--- config.mk ---
export PLATFORM = sky130hd
export DESIGN_NAME = serial_sub_param
export DESIGN_NICKNAME = d
export VERILOG_FILES = /design/src/rtl/serial_sub_pkg.sv /design/src/rtl/sub_digit.sv /design/src/rtl/serial_sub_param.sv
export SDC_FILE = /design/constraint.sdc
export NUM_CORES = 1
export LEC_CHECK = 0
export BUFFER_PORTS_ARGS = -buffer_cell sky130_fd_sc_hd__buf_2
export CORE_MARGIN = 2
export CORE_UTILIZATION = 36
export CTS_CLUSTER_DIAMETER = 200
export DETAILED_ROUTE_END_ITERATION = 7
export SYNTH_ARGS = -nofsm -noshare
export SYNTH_HDL_FRONTEND = slang
export SYNTH_SLANG_ARGS = --single-unit
--- constraint.sdc ---
create_clock -name clk -period 1.1 [get_ports clk]
set_clock_uncertainty 0.05 [all_clocks]
set_input_delay 0.165 -clock clk [delete_from_list [all_inputs] [get_ports clk]]
set_output_delay 0.165 -clock clk [all_outputs]
set_load 0.005 [all_outputs]
--- src/rtl/serial_sub_pkg.sv ---
// rtl/serial_sub_pkg.sv - shared types and sizing helpers for serial_sub_param
package serial_sub_pkg;

  typedef enum logic [1:0] {
    IDLE = 2'd0,
    RUN  = 2'd1,
    HOLD = 2'd2
  } state_t;

  function automatic int calc_steps(input int width, input int digit_w);
    return (digit_w > 0) ? width / digit_w : 1;
  endfunction

  // A single-step configuration still needs a 1-bit counter to exist.
  function automatic int cnt_width(input int steps);
    return (steps > 1) ? $clog2(steps) : 1;
  endfunction

endpackage

--- src/rtl/sub_digit.sv ---
// rtl/sub_digit.sv - combinational DIGIT_W-bit ripple subtractor (a - b - bin)
module sub_digit #(
  parameter int DIGIT_W = 1
) (
  input  logic [DIGIT_W-1:0] a,
  input  logic [DIGIT_W-1:0] b,
  input  logic               bin,
  output logic [DIGIT_W-1:0] d,
  output logic               bout
);

  logic [DIGIT_W:0] brw;

  assign brw[0] = bin;

  for (genvar i = 0; i < DIGIT_W; i++) begin : g_cell
    assign d[i]       = a[i] ^ b[i] ^ brw[i];
    assign brw[i + 1] = (~a[i] & b[i]) | (~(a[i] ^ b[i]) & brw[i]);
  end

  assign bout = brw[DIGIT_W];

endmodule

--- src/rtl/serial_sub_param.sv ---
// rtl/serial_sub_param.sv - multi-cycle subtractor, DIGIT_W bits per clock, LSB digit first
module serial_sub_param
  import serial_sub_pkg::*;
#(
  parameter int WIDTH   = 16,
  parameter int DIGIT_W = 1
) (
  input  logic             clk,
  input  logic             rst_n,
  input  logic             in_valid,
  output logic             in_ready,
  input  logic [WIDTH-1:0] in1,
  input  logic [WIDTH-1:0] in2,
  input  logic             borrow_in,
  output logic             out_valid,
  input  logic             out_ready,
  output logic [WIDTH-1:0] diff,
  output logic             borrow,
  output logic             busy
);

  localparam int STEPS = calc_steps(WIDTH, DIGIT_W);
  localparam int CW    = cnt_width(STEPS);

  if (DIGIT_W < 1 || (WIDTH % DIGIT_W) != 0) begin : g_bad_digit
    $error("serial_sub_param: DIGIT_W must divide WIDTH");
  end

  state_t                     state;
  logic [CW-1:0]              cnt;
  logic [WIDTH-1:0]           a_q;
  logic [WIDTH-1:0]           b_q;
  logic                       bq;
  logic [DIGIT_W-1:0]         d_dig;
  logic                       bout;
  logic [WIDTH+DIGIT_W-1:0]   diff_cat;
  logic                       accept;

  sub_digit #(.DIGIT_W(DIGIT_W)) u_digit (
    .a    (a_q[DIGIT_W-1:0]),
    .b    (b_q[DIGIT_W-1:0]),
    .bin  (bq),
    .d    (d_dig),
    .bout (bout)
  );

  // New digit enters from the MSB side so the LSB digit ends up at bit 0.
  assign diff_cat  = {d_dig, diff};

  assign in_ready  = (state == IDLE) || (state == HOLD && out_ready);
  assign accept    = in_valid && in_ready;
  assign out_valid = (state == HOLD);
  assign busy      = (state == RUN);
  assign borrow    = bq;

  always_ff @(posedge clk or negedge rst_n) begin
    if (!rst_n) begin
      state <= IDLE;
      cnt   <= '0;
      a_q   <= '0;
      b_q   <= '0;
      bq    <= 1'b0;
      diff  <= '0;
    end else begin
      case (state)
        IDLE, HOLD: begin
          if (accept) begin
            a_q   <= in1;
            b_q   <= in2;
            bq    <= borrow_in;
            cnt   <= '0;
            state <= RUN;
          end else if (state == HOLD && out_ready) begin
            state <= IDLE;
          end
        end
        RUN: begin
          diff <= diff_cat[WIDTH+DIGIT_W-1:DIGIT_W];
          a_q  <= a_q >> DIGIT_W;
          b_q  <= b_q >> DIGIT_W;
          bq   <= bout;
          cnt  <= cnt + 1'b1;
          if (cnt == CW'(STEPS - 1)) state <= HOLD;
        end
        default: state <= IDLE;
      endcase
    end
  end

endmodule

==> qor.yml <==
layout:
  design_area_um2: 3640
  drive_above_1_share_pct: 40.8
  antenna-diode-count: 0
  final_nets: 400
  area_delta_synth_final_pct: 35.5
power_and_ir_drop:
  p_leak_nw: 1.78
  p_per_area_nw_per_um2: 2690
  ir_drop_uv: 802
route:
  drt_pre_antenna_iters: 4
  drc_errors: 0
  avgRoutedWirePerCell_um: 14.4
  vias: 2219
  ant_nets: 0
  drt-initial-drc-count: 116
  routed_via_density: 4.83
  wirelength_um: 6630
die:
  die_width_um: 90.4
  rows: 31
  initial_utilization_pct: 37.1
  die_y_um: 90.4
  coreArea_um2: 7250
  io_pins: 57
  die_area_um2: 8170
flow_run:
  maxCapViolCount: 0
critical_path:
  crit_fanout: 6
  cp.buffers_inverters: 2
  worstReg2RegStart: "state[1]$_DFFE_PN0P_"
  setup.worst_path.end_class: "flip-flop"
  critPathLaunchType: "flip-flop"
  path_cells: "and2b_4 -> buf_4 -> nor2_8 -> clkbuf_16 -> o211ai_2"
  rr_worst_depth: 5
  worst_path_max_delay_cell: "dfrtp_1"
  cp.arrival_ps: 1540
  reg2reg_to: "a_q[8]$_DFFE_PN0P_"
  ff2ff_setup_slack_ps: -300
  critical-path-max-stage-delay_ps: 410
  crit_family: "flip-flops"
  crit_required_ps: 1250
  crit_type: "reg2reg"
worst_hold_path:
  hold_depth: 3
  hp-class: "in2reg"
  worst_hold_path.endpoint: "a_q[11]$_DFFE_PN0P_"
  hp-start: "in1[11]"
clocking:
  cts_buffers: 5
  max-clock-path-buffers: 2
  clkSinkCount: 55
  htreeDepth: 2
  cts_tree: "done"
  clk_pin_slew_ps: 90
  insertion_delay_ps: 310
  cts_root_buffer: "clkbuf_8"
synthesis:
  yosys_warnings: 0
  synth_cells: 282
  ys_types: 24
  synth_top_family_by_area: "simple AND/OR/NAND/NOR gates"
  syn_area_um2: 2690
  synth_simple_gate_area_share_pct: 25.6
  synthXorXnorAreaFrac_pct: 0.326
  ys_ff_latch: 55
  yosysSeqAreaShare_pct: 51.2
  syn_area_per_cell_um2: 9.53
  synth.mux.area_fraction_pct: 0
  synth_compound_gate_area_share_pct: 15.8
  synth.net_count: 321
  synthAdderAreaFrac_pct: 1.21
placement:
  hpwl_um: 3940
  place_area_um2: 3180
  routabilityCongestion: 0.721
  pre_cts_ws_ps: -142
  portBuffers: 56
run_status:
  violations: "setup timing"
  status: "finished, violations left"
timing:
  maxSlewViolCount: 0
  max_freq_mhz: 717
  final.min_clock_period_ps: 1400
  rsz0062_at_grt: "true"
  tightest_slew_ps: 306
  maxSlewHeadroom_pct: 79.6
  hold_slack_ps: 47.1
  setup_viol: 58
  fin_crit_sh_pct: 127
  setup_slack_ps: -295
  hold_viol: 0
global_route:
  antenna_found_initial: 0
  gr-total-overflow: 0
  first_global_vias: 2082
  groute.usage.overall_pct: 15.5
  grt_max_degree: 56
  grt_pass1_wl_um: 10300
worst min-delay path, cell delays in order:
cell,delay [ps]
buf_2,70
nand3_1,70
o211ai_2,70
how the worst max path moves through the flow:
stage | startpoint | end | depth (start not counted)
4_1_cts | state[1]$_DFFE_PN0P_ | in_ready | 4
3_5_place_dp | state[0]$_DFFE_PN0P_ | a_q[1]$_DFFE_PN0P_ | 4
3_3_place_gp | state[0]$_DFFE_PN0P_ | b_q[3]$_DFFE_PN0P_ | 4
6_report | state[1]$_DFFE_PN0P_ | a_q[8]$_DFFE_PN0P_ | 5
2_1_floorplan | state[1]$_DFFE_PN0P_ | a_q[10]$_DFFE_PN0P_ | 5
5_1_grt | state[1]$_DFFE_PN0P_ | in_ready | 4
logic make-up (layout without fill, tap and decap cells):
group | Yosys count | in the layout
AND/OR/NAND/NOR | 158 | 158
flip-flops | 55 | 55
AO/OA/AOI/OAI | 42 | 42
buffers and inverters | 24 | 102
adder cells (fa/ha/maj) | 2 | 2
XOR/XNOR | 1 | 1
layout make-up:
type | instances | area, µm²
Clock buffer | 6 | 72.6
Fill cell | 663 | 3610
Inverter | 2 | 10.0
Multi-Input combinational cell | 203 | 1220
Sequential cell | 55 | 1380
Tap cell | 99 | 124
Timing Repair Buffer | 94 | 838
power breakdown:
group	total, mW	internal [mW]	switching, mW
registers	3.56	2.95	0.609
clock network	1.04	0.427	0.618
logic	5.21	2.70	2.50
flip-flops by register name, indices dropped and copies added, names as in the netlist:
name    cells
cnt         4
diff       16
a_q        16
b_q        16
borrow      1
state       2
stage by stage:
stage | total power [mW] | TNS, ps | util, % | instances
floorplan | 6.21 | -2040 | - | 282
global placement | 7.39 | -3220 | 43.9 | 437
detailed placement | 7.51 | -4930 | 43.9 | 437
CTS | 9.18 | -8970 | 47.4 | 452
global route | 10.6 | -14910 | 50.2 | 459
finish | 9.81 | -11720 | 50.2 | 459
layout by cell type, fill, tap and decap left out, drive strengths merged:
master       synthesis  routed
a21o                 1       1
and2b                1       1
buf                 22      89
clkbuf               0      10
dfrtp               55      55
dlygate4sd3          0       1
fa                   1       1
ha                   1       1
inv                  2       2
nand2              113     113
nand2b               3       3
nand3               35      35
nor2                 2       2
nor2b                4       4
o211ai              32      32
o21ai                6       6
o22ai                2       2
o311ai               1       1
xor2                 1       1
cells in the mapped netlist (all sizes together):
cell type | count | share of area [%]
a21o | 1 | 0.28
and2b | 1 | 0.37
buf | 22 | 5.6
dfrtp | 55 | 51
fa | 1 | 0.74
ha | 1 | 0.47
inv | 2 | 0.28
nand2 | 113 | 16
nand2b | 3 | 1.1
nand3 | 35 | 6.5
nor2 | 2 | 0.88
nor2b | 4 | 0.93
o211ai | 32 | 14
o21ai | 6 | 1.1
o22ai | 2 | 0.47
o311ai | 1 | 0.33
xor2 | 1 | 0.33
routing by layer:
metal,global-route usage [%],share of wire (%),vias to the layer above,wire [µm]
li1,-,-,1101,-
met1,21.3,48,1081,3170
met2,25.1,49,32,3240
met3,2.67,2.2,5,143
met4,4.62,1.1,0,76
met5,0,0,-,0
timing repair:
item	CTS	global route
endpoints found under the setup margin	59	58
hold buffers	1	0
pin swaps	3	10
hold endpoints to repair	55	0
setup buffers	6	3
resized for setup	18	25
cloned	2	5
No activity file was read; power rests on OpenSTA's default activity.
